`src/rtl/instruction_fetch_pkg.sv`:
```
// Shared types and constants for the fetch stage.
package instruction_fetch_pkg;

   typedef enum logic [1:0] {
      IDLE  = 2'd0,
      FETCH = 2'd1,
      EXEC  = 2'd2
   } fetch_state_t;

   localparam logic [31:0] NOP_INSTR        = 32'h0000_0000;
   localparam logic [31:0] DEFAULT_RESET_PC = 32'h0000_0000;

endpackage

```
`src/rtl/next_pc_select.sv`:
```
// Combinational next-PC selection: jump beats taken branch beats sequential.
module next_pc_select (
   input  logic [31:0] i_pc_plus4,
   input  logic [31:0] i_branch_offset,
   input  logic [25:0] i_jump_target,
   input  logic        i_jump,
   input  logic        i_branch_taken,
   output logic [31:0] o_next_pc
);

   logic [31:0] w_branch_target;
   logic [31:0] w_jump_addr;
   logic        w_unused_offset_hi;

   // Word offset; the top two bits fall off the left when scaled by 4.
   assign w_branch_target    = i_pc_plus4 + {i_branch_offset[29:0], 2'b00};
   assign w_jump_addr        = {i_pc_plus4[31:28], i_jump_target, 2'b00};
   assign w_unused_offset_hi = ^i_branch_offset[31:30];

   always_comb begin
      o_next_pc = i_pc_plus4;
      if (i_jump) begin
         o_next_pc = w_jump_addr;
      end else if (i_branch_taken) begin
         o_next_pc = w_branch_target;
      end
   end

endmodule

```
`src/rtl/instruction_fetch.sv`:
```
// Fetch stage: PC, instruction register and the IDLE/FETCH/EXEC handshake FSM.
module instruction_fetch
   import instruction_fetch_pkg::*;
#(
   parameter logic [31:0] RESET_PC = DEFAULT_RESET_PC
) (
   input  logic        clk,
   input  logic        reset_n,
   output logic        imem_req,
   output logic [31:0] imem_addr,
   input  logic        imem_ready,
   input  logic [31:0] imem_rdata,
   input  logic        stall,
   input  logic        branch_taken,
   input  logic [31:0] branch_offset,
   input  logic        jump,
   input  logic [25:0] jump_target,
   output logic [31:0] instruction,
   output logic [15:0] immediate,
   output logic        instr_valid,
   output logic [31:0] pc,
   output logic [31:0] pc_plus4
);

   fetch_state_t r_state;
   logic [31:0]  r_pc;
   logic [31:0]  r_instr;
   logic         r_valid;
   logic [31:0]  w_pc_plus4;
   logic [31:0]  w_next_pc;

   assign w_pc_plus4 = r_pc + 32'd4;

   next_pc_select u_next_pc_select (
      .i_pc_plus4      (w_pc_plus4),
      .i_branch_offset (branch_offset),
      .i_jump_target   (jump_target),
      .i_jump          (jump),
      .i_branch_taken  (branch_taken),
      .o_next_pc       (w_next_pc)
   );

   always_ff @(posedge clk) begin
      if (!reset_n) begin
         r_state <= IDLE;
         r_pc    <= RESET_PC;
         r_instr <= NOP_INSTR;
         r_valid <= 1'b0;
      end else begin
         unique case (r_state)
            IDLE: r_state <= FETCH;
            FETCH: begin
               if (imem_ready) begin
                  r_instr <= imem_rdata;
                  r_valid <= 1'b1;
                  r_state <= EXEC;
               end
            end
            EXEC: begin
               if (!stall) begin
                  r_pc    <= w_next_pc;
                  r_valid <= 1'b0;
                  r_state <= FETCH;
               end
            end
            default: r_state <= IDLE;
         endcase
      end
   end

   // Request depends only on registered state, never on imem_ready.
   assign imem_req    = (r_state == FETCH);
   assign imem_addr   = r_pc;
   assign instruction = r_instr;
   assign immediate   = r_instr[15:0];
   assign instr_valid = r_valid;
   assign pc          = r_pc;
   assign pc_plus4    = w_pc_plus4;

endmodule

```
`config.mk`:
```
export PLATFORM = sky130hd
export DESIGN_NAME = instruction_fetch
export DESIGN_NICKNAME = d
export VERILOG_FILES = /design/src/rtl/instruction_fetch_pkg.sv /design/src/rtl/next_pc_select.sv /design/src/rtl/instruction_fetch.sv
export SDC_FILE = /design/constraint.sdc
export NUM_CORES = 1
export LEC_CHECK = 0
export ABC_AREA = 1
export CORE_ASPECT_RATIO = 1.2
export CORE_MARGIN = 2
export CORE_UTILIZATION = 35
export CTS_CLUSTER_SIZE = 14
export DETAILED_ROUTE_END_ITERATION = 10
export PLACE_DENSITY = 0.67
export SLEW_MARGIN = 40
export SYNTH_ARGS = -nofsm -noshare
export SYNTH_HDL_FRONTEND = slang
export SYNTH_SLANG_ARGS = --single-unit
export TNS_END_PERCENT = 5
```
`constraint.sdc`:
```
create_clock -name clk -period 4.2 [get_ports clk]
set_clock_uncertainty 0.15 [all_clocks]
set_input_delay 0.42 -clock clk [delete_from_list [all_inputs] [get_ports clk]]
set_output_delay 0.42 -clock clk [all_outputs]
set_load 0.005 [all_outputs]
```
# After elaboration in Yosys (flattened, before gate mapping)
# Index checks and enable logic that the tools add are counted.
[totals]
wordCells = 25
reg_bits = 67
in_bits = 96
[op_classes]
add_sub_neg = 2
mux = 8
n_eq_ne = 4
n_reduce_logical = 6
bitwise = 1
[ops]
columns = ["operator", "n"]
rows = [
  ["32-bit two-way mux", 2],
  ["32-bit by 3-bit adder with 32-bit output, second input constant", 1],
  ["32-bit adder", 1],
  ["2-bit case mux with 3 select lines", 1],
  ["2-bit AND reduction", 3],
  ["2-bit two-way mux", 2],
  ["3-bit AND reduction", 1],
  ["2-bit by 1-bit equality test with 1-bit output, second input constant", 1],
  ["2-bit equality test, second input constant", 1],
  ["2-bit zero test", 1],
  ["1-bit two-way mux", 2],
  ["2-bit by 1-bit != test with 1-bit output, second input constant", 1],
  ["2-bit != test, second input constant", 1],
  ["1-bit case mux with 2 select lines", 1],
  ["2-bit nonzero test", 1],
  ["1-bit inverter", 1],
]

# Longest topological paths before layout
[depth]
word_depth = 4
depth_mapped = 23
depth_no_buf = 23

# Modules after synthesis
# Synthesis repeated with hierarchy kept, for this count alone.
[unflattened]
hier_cells = 1073
hier_area_um2 = 6353.6
[modules_own_cells]
columns = ["mod", "n_inst", "area_each_um2", "seq_area_each_um2", "cells_each"]
rows = [
  ["instruction_fetch", 1, 3619.7, 1341.3, 507],
  ["next_pc_select", 1, 2733.9, 0.0, 566],
]

# Worst setup path after synthesis
# No wires, ideal clock.
[synth_timing]
kind = "reg-to-reg"
from = "register r_pc[2], in the netlist imem_addr[2]"
to = "register r_pc[17], in the netlist imem_addr[17]"
path_buffers = 0
stages_incl_launch_ff = 17
synth_period_minus_slack_ps = 3002
setup_slack_ps = 1198
t_arrival_ps = 2730
required_ps = 3928
setup_time_ps = 122
path_cell_list = "dfxtp_1 > ha_1 > nand3_2 > inv_2 > nand3_1 > nor2_2 > xnor2_1 > inv_1 > ha_1 > nand2_1 > nor2_1 > inv_1 > nor3_1 > a21oi_1 > or2_2 > nand3_1 > a21oi_2"
[synth_between]
elab_chain_cells = 4
[synth_rtl]
columns = ["item", "line", "text"]
rows = [
  ["start: declaration", "instruction_fetch.sv:26", "logic [31:0] r_pc;"],
  ["start signal: assignment", "instruction_fetch.sv:61", "r_pc <= w_next_pc;"],
  ["32-bit by 3-bit adder with 32-bit output", "instruction_fetch.sv:32", "assign w_pc_plus4 = r_pc + 32'd4;"],
  ["net pc_plus4[16]", "instruction_fetch.sv:22", "output logic [31:0] pc_plus4"],
  ["32-bit adder", "next_pc_select.sv:16", "assign w_branch_target = i_pc_plus4 + {i_branch_offset[29:0], 2'b00};"],
  ["32-bit two-way mux", "next_pc_select.sv:24", "end else if (i_branch_taken) begin"],
  ["32-bit two-way mux", "next_pc_select.sv:22", "if (i_jump) begin"],
]
# The timed path passes the listed nets, and every way through them passes these cells.
# A chain may end at the register's enable or synchronous reset.

# Final worst setup path
[layout_timing]
from = "register r_pc[3], in the netlist imem_addr[3]"
to = "register r_pc[18], in the netlist imem_addr[18]"
[layout_between]
elab_chain_cells = 4
[layout_rtl]
columns = ["item", "line"]
rows = [
  ["32-bit by 3-bit adder with 32-bit output (*)", "instruction_fetch.sv:32"],
  ["32-bit adder", "next_pc_select.sv:16"],
  ["32-bit two-way mux (*)", "next_pc_select.sv:24"],
  ["32-bit two-way mux (*)", "next_pc_select.sv:22"],
]
# Every way passes the cells marked *; elsewhere a longest branch is shown, timed or not.

==> reports/metrics.cfg <==
[synthesis]
syn_area_per_cell_um2 = 5.90
synth.distinct_cells = 40
synth.area.top_cells = dfxtp_1 21%, nand2_1 18%, inv_1 8.7%, a21oi_1 8.6%, nand3_1 8.3%
ys_seq_elements = 65
synth-edff-count = 0
ys_seq_area_share_pct = 20.9
ys_warn_count = 0
synth_most_common_cell = nand2_1
synth_area_mm2 = 0.00623
synth_flop_cell = dfxtp_1
synth_common_cells = 302 x nand2_1, 144 x inv_1, 107 x a21oi_1
synth_cells = 1055
yosysTopAreaCell = dfxtp_1
synth_top_area_share_pct = 20.9
synthArstFlopShare_pct = 0

[flow_run]
max_cap_violations = 0

[floorplanning]
design.die.area_mm2 = 0.0189
io_pins = 242
fp.coreArea_mm2 = 0.0175
dieHeight_um = 150
initial_utilization_pct = 35.6
chipWidth_um = 126
rows = 53

[min_path]
min-delay-start = instruction[28]$_SDFFE_PN0P_
min_path_cells = 2
holdPathEnd = instruction[28]$_SDFFE_PN0P_
hold_class = flip-flop to flip-flop

[clocking]
path_clk_slew_ns = 0.06
cts_setup_buffers = 0
cts-buffers-inserted = 9
h-tree-depth = 3
ctsResizeCount = 0
hold_buffers = 0
tritoncts = done
clockBufferDepth = 2
clock_latency_ns = 0.33
cts.sinks = 65
cts_root_buf = clkbuf_16

[finish]
regArea_mm2 = 0.00130
antenna_cells = 0
fill_cells = 1809
syn2layout_area_growth_pct = 40.1
multi_input_area_mm2 = 0.00389
fin_nets = 1369
final_layout_size_suffix_gt1_share_pct = 5.24

[grt]
grt_pass1_wl_um = 35800
grt_pass1_vias = 6719
grt_overflow = 0
grt_max_degree = 43
grt.total_usage_pct = 24.1
grt_antenna_before_repair = 0

[power_and_ir_drop]
power.total_mw = 1.85
peakVddDrop_mv = 0.234
p_per_area_mw_per_mm2 = 212
p_leak_nw = 3.99

[drt]
post_drt_wl_per_cell_um = 16.3
firstDrtPassIters = 5
ant_nets = 0
drc = 0
drt-initial-drc-count = 560
drt-total-wl_um = 23800
routed_via_density = 4.96
vias = 7252

[critical_path]
path_class = flip-flop to flip-flop
r2r_cells = 16
r2r_slack_ns = 0.58
start_kind = flip-flop
crit_path_max_fanout = 5
worstReg2RegStart = imem_addr[3]$_SDFFE_PN0P_
cp.arrival_ns = 3.69
worstPathRequired_ns = 4.27
end_kind = flip-flop
r2r_end = imem_addr[18]$_SDFFE_PN0P_

[placement]
place.gp.congestion = 0.922
port_buffers = 233
place_hpwl_um = 19200

[timing]
finalCritPeriodShare_pct = 86.2
fmax_ghz = 0.276
hold_viol_final = 0
period_minus_slack_ns = 3.62
rsz0062_at_grt = false
worst_slew_pin_slew_ns = 0.681
slew_headroom_pct = 54.5
setup_viol = 0
tns_ns = 0
final_max_slew_viol_count = 0

[run_status]
status = complete, no violations

[how the worst max path moves through the flow]
stage                                          from                         end  slack (ns)  depth (start not counted)
after detailed placement  imem_addr[3]$_SDFFE_PN0P_  imem_addr[18]$_SDFFE_PN0P_        0.58                         16
after global placement    imem_addr[3]$_SDFFE_PN0P_  imem_addr[18]$_SDFFE_PN0P_        0.63                         16
after CTS                 imem_addr[3]$_SDFFE_PN0P_  imem_addr[18]$_SDFFE_PN0P_        0.56                         16
final                     imem_addr[3]$_SDFFE_PN0P_  imem_addr[18]$_SDFFE_PN0P_        0.58                         16
after floorplan           imem_addr[2]$_SDFFE_PN0P_  imem_addr[17]$_SDFFE_PN0P_        1.20                         16
after global routing      imem_addr[3]$_SDFFE_PN0P_  imem_addr[18]$_SDFFE_PN0P_        0.25                         16
[cell usage in the layout, fill, tap and decap left out, drive strengths merged]
cell,n
a22oi,2
nand3b,1
o21ai,44
or2,4
clkinv,6
conb,6
buf,12
dfxtp,65
nor3,13
fa,1
a21oi,110
clkdlybuf4s50,232
a21o,4
a31oi,6
clkbuf,9
xnor2,3
a31o,1
nand2,310
clkinvlp,2
and3,1
and2,2
ha,36
a221oi,2
inv,148
nor2,86
nand4,8
xor2,16
o21a,1
nand3,105
o21bai,5
[report_power, final]
group	internal (mW)	switching [mW]	total (mW)
Sequential	0.641	0.0265	0.668
Combinational	0.233	0.240	0.474
Clock	0.403	0.301	0.704
Total	1.28	0.568	1.85
[worst max-delay path, stage by stage (launching register included)]
cell and delay [ns]:
dfxtp_1 0.40, ha_1 0.23, nand3_2 0.16, inv_2 0.17
nand3_1 0.13, nor2_2 0.29, xnor2_1 0.22, inv_1 0.10
ha_1 0.37, nand2_1 0.10, nor2_1 0.20, inv_1 0.10
nor3_1 0.27, a21oi_1 0.13, or2_2 0.29, nand3_1 0.12
a21oi_1 0.08
[metal layers]
layer  GRT usage, %  routed length [um]  vias to the layer above
met2           43.1               12000                      227
met5              0                   0                        -
li1               -                   -                     3681
met3           3.23                1090                       25
met1           29.8               10200                     3319
met4           7.86                 518                        0
[through the flow]
| step | hold slack, ns | setup slack [ns] | instance area (um2) | util (%) | instances |
|---|---|---|---|---|---|
| 2_1_floorplan | 0.307 | 1.20 | 6240 | - | 1060 |
| 3_3_place_gp | 0.297 | 0.631 | 8440 | 48.2 | 1445 |
| 3_5_place_dp | 0.304 | 0.581 | 8440 | 48.2 | 1445 |
| 4_1_cts | 0.311 | 0.561 | 8720 | 49.8 | 1461 |
| 5_1_grt | 0.321 | 0.250 | 8720 | 49.8 | 1461 |
| 6_report | 0.307 | 0.581 | 8720 | 49.8 | 1461 |
[state kept, by name, summed over array words and instances, names as in the netlist]
register / count
instruction: 32
imem_addr: 30
r_state: 2
instr_valid: 1
[cells by family after synthesis]
kind of cell | synth area share, %
other | 0.0602
AOI/OAI and AO/OA | 15.0
DFF | 20.9
adders and majority gates | 7.56
buffers and inverters | 16.9
and+or+nand+nor | 36.6
xor gates and xnor gates | 2.91
[layout make-up]
type                    instances  area share (%)
inverters                     149            6.41
well taps                     220            3.16
repair buffers                244            27.6
flip-flops and latches         65            14.9
clock buffers                   9            2.58
clock inverters                 7           0.631
multi-input cells             767            44.7
Power figures use the tool's default switching activity.
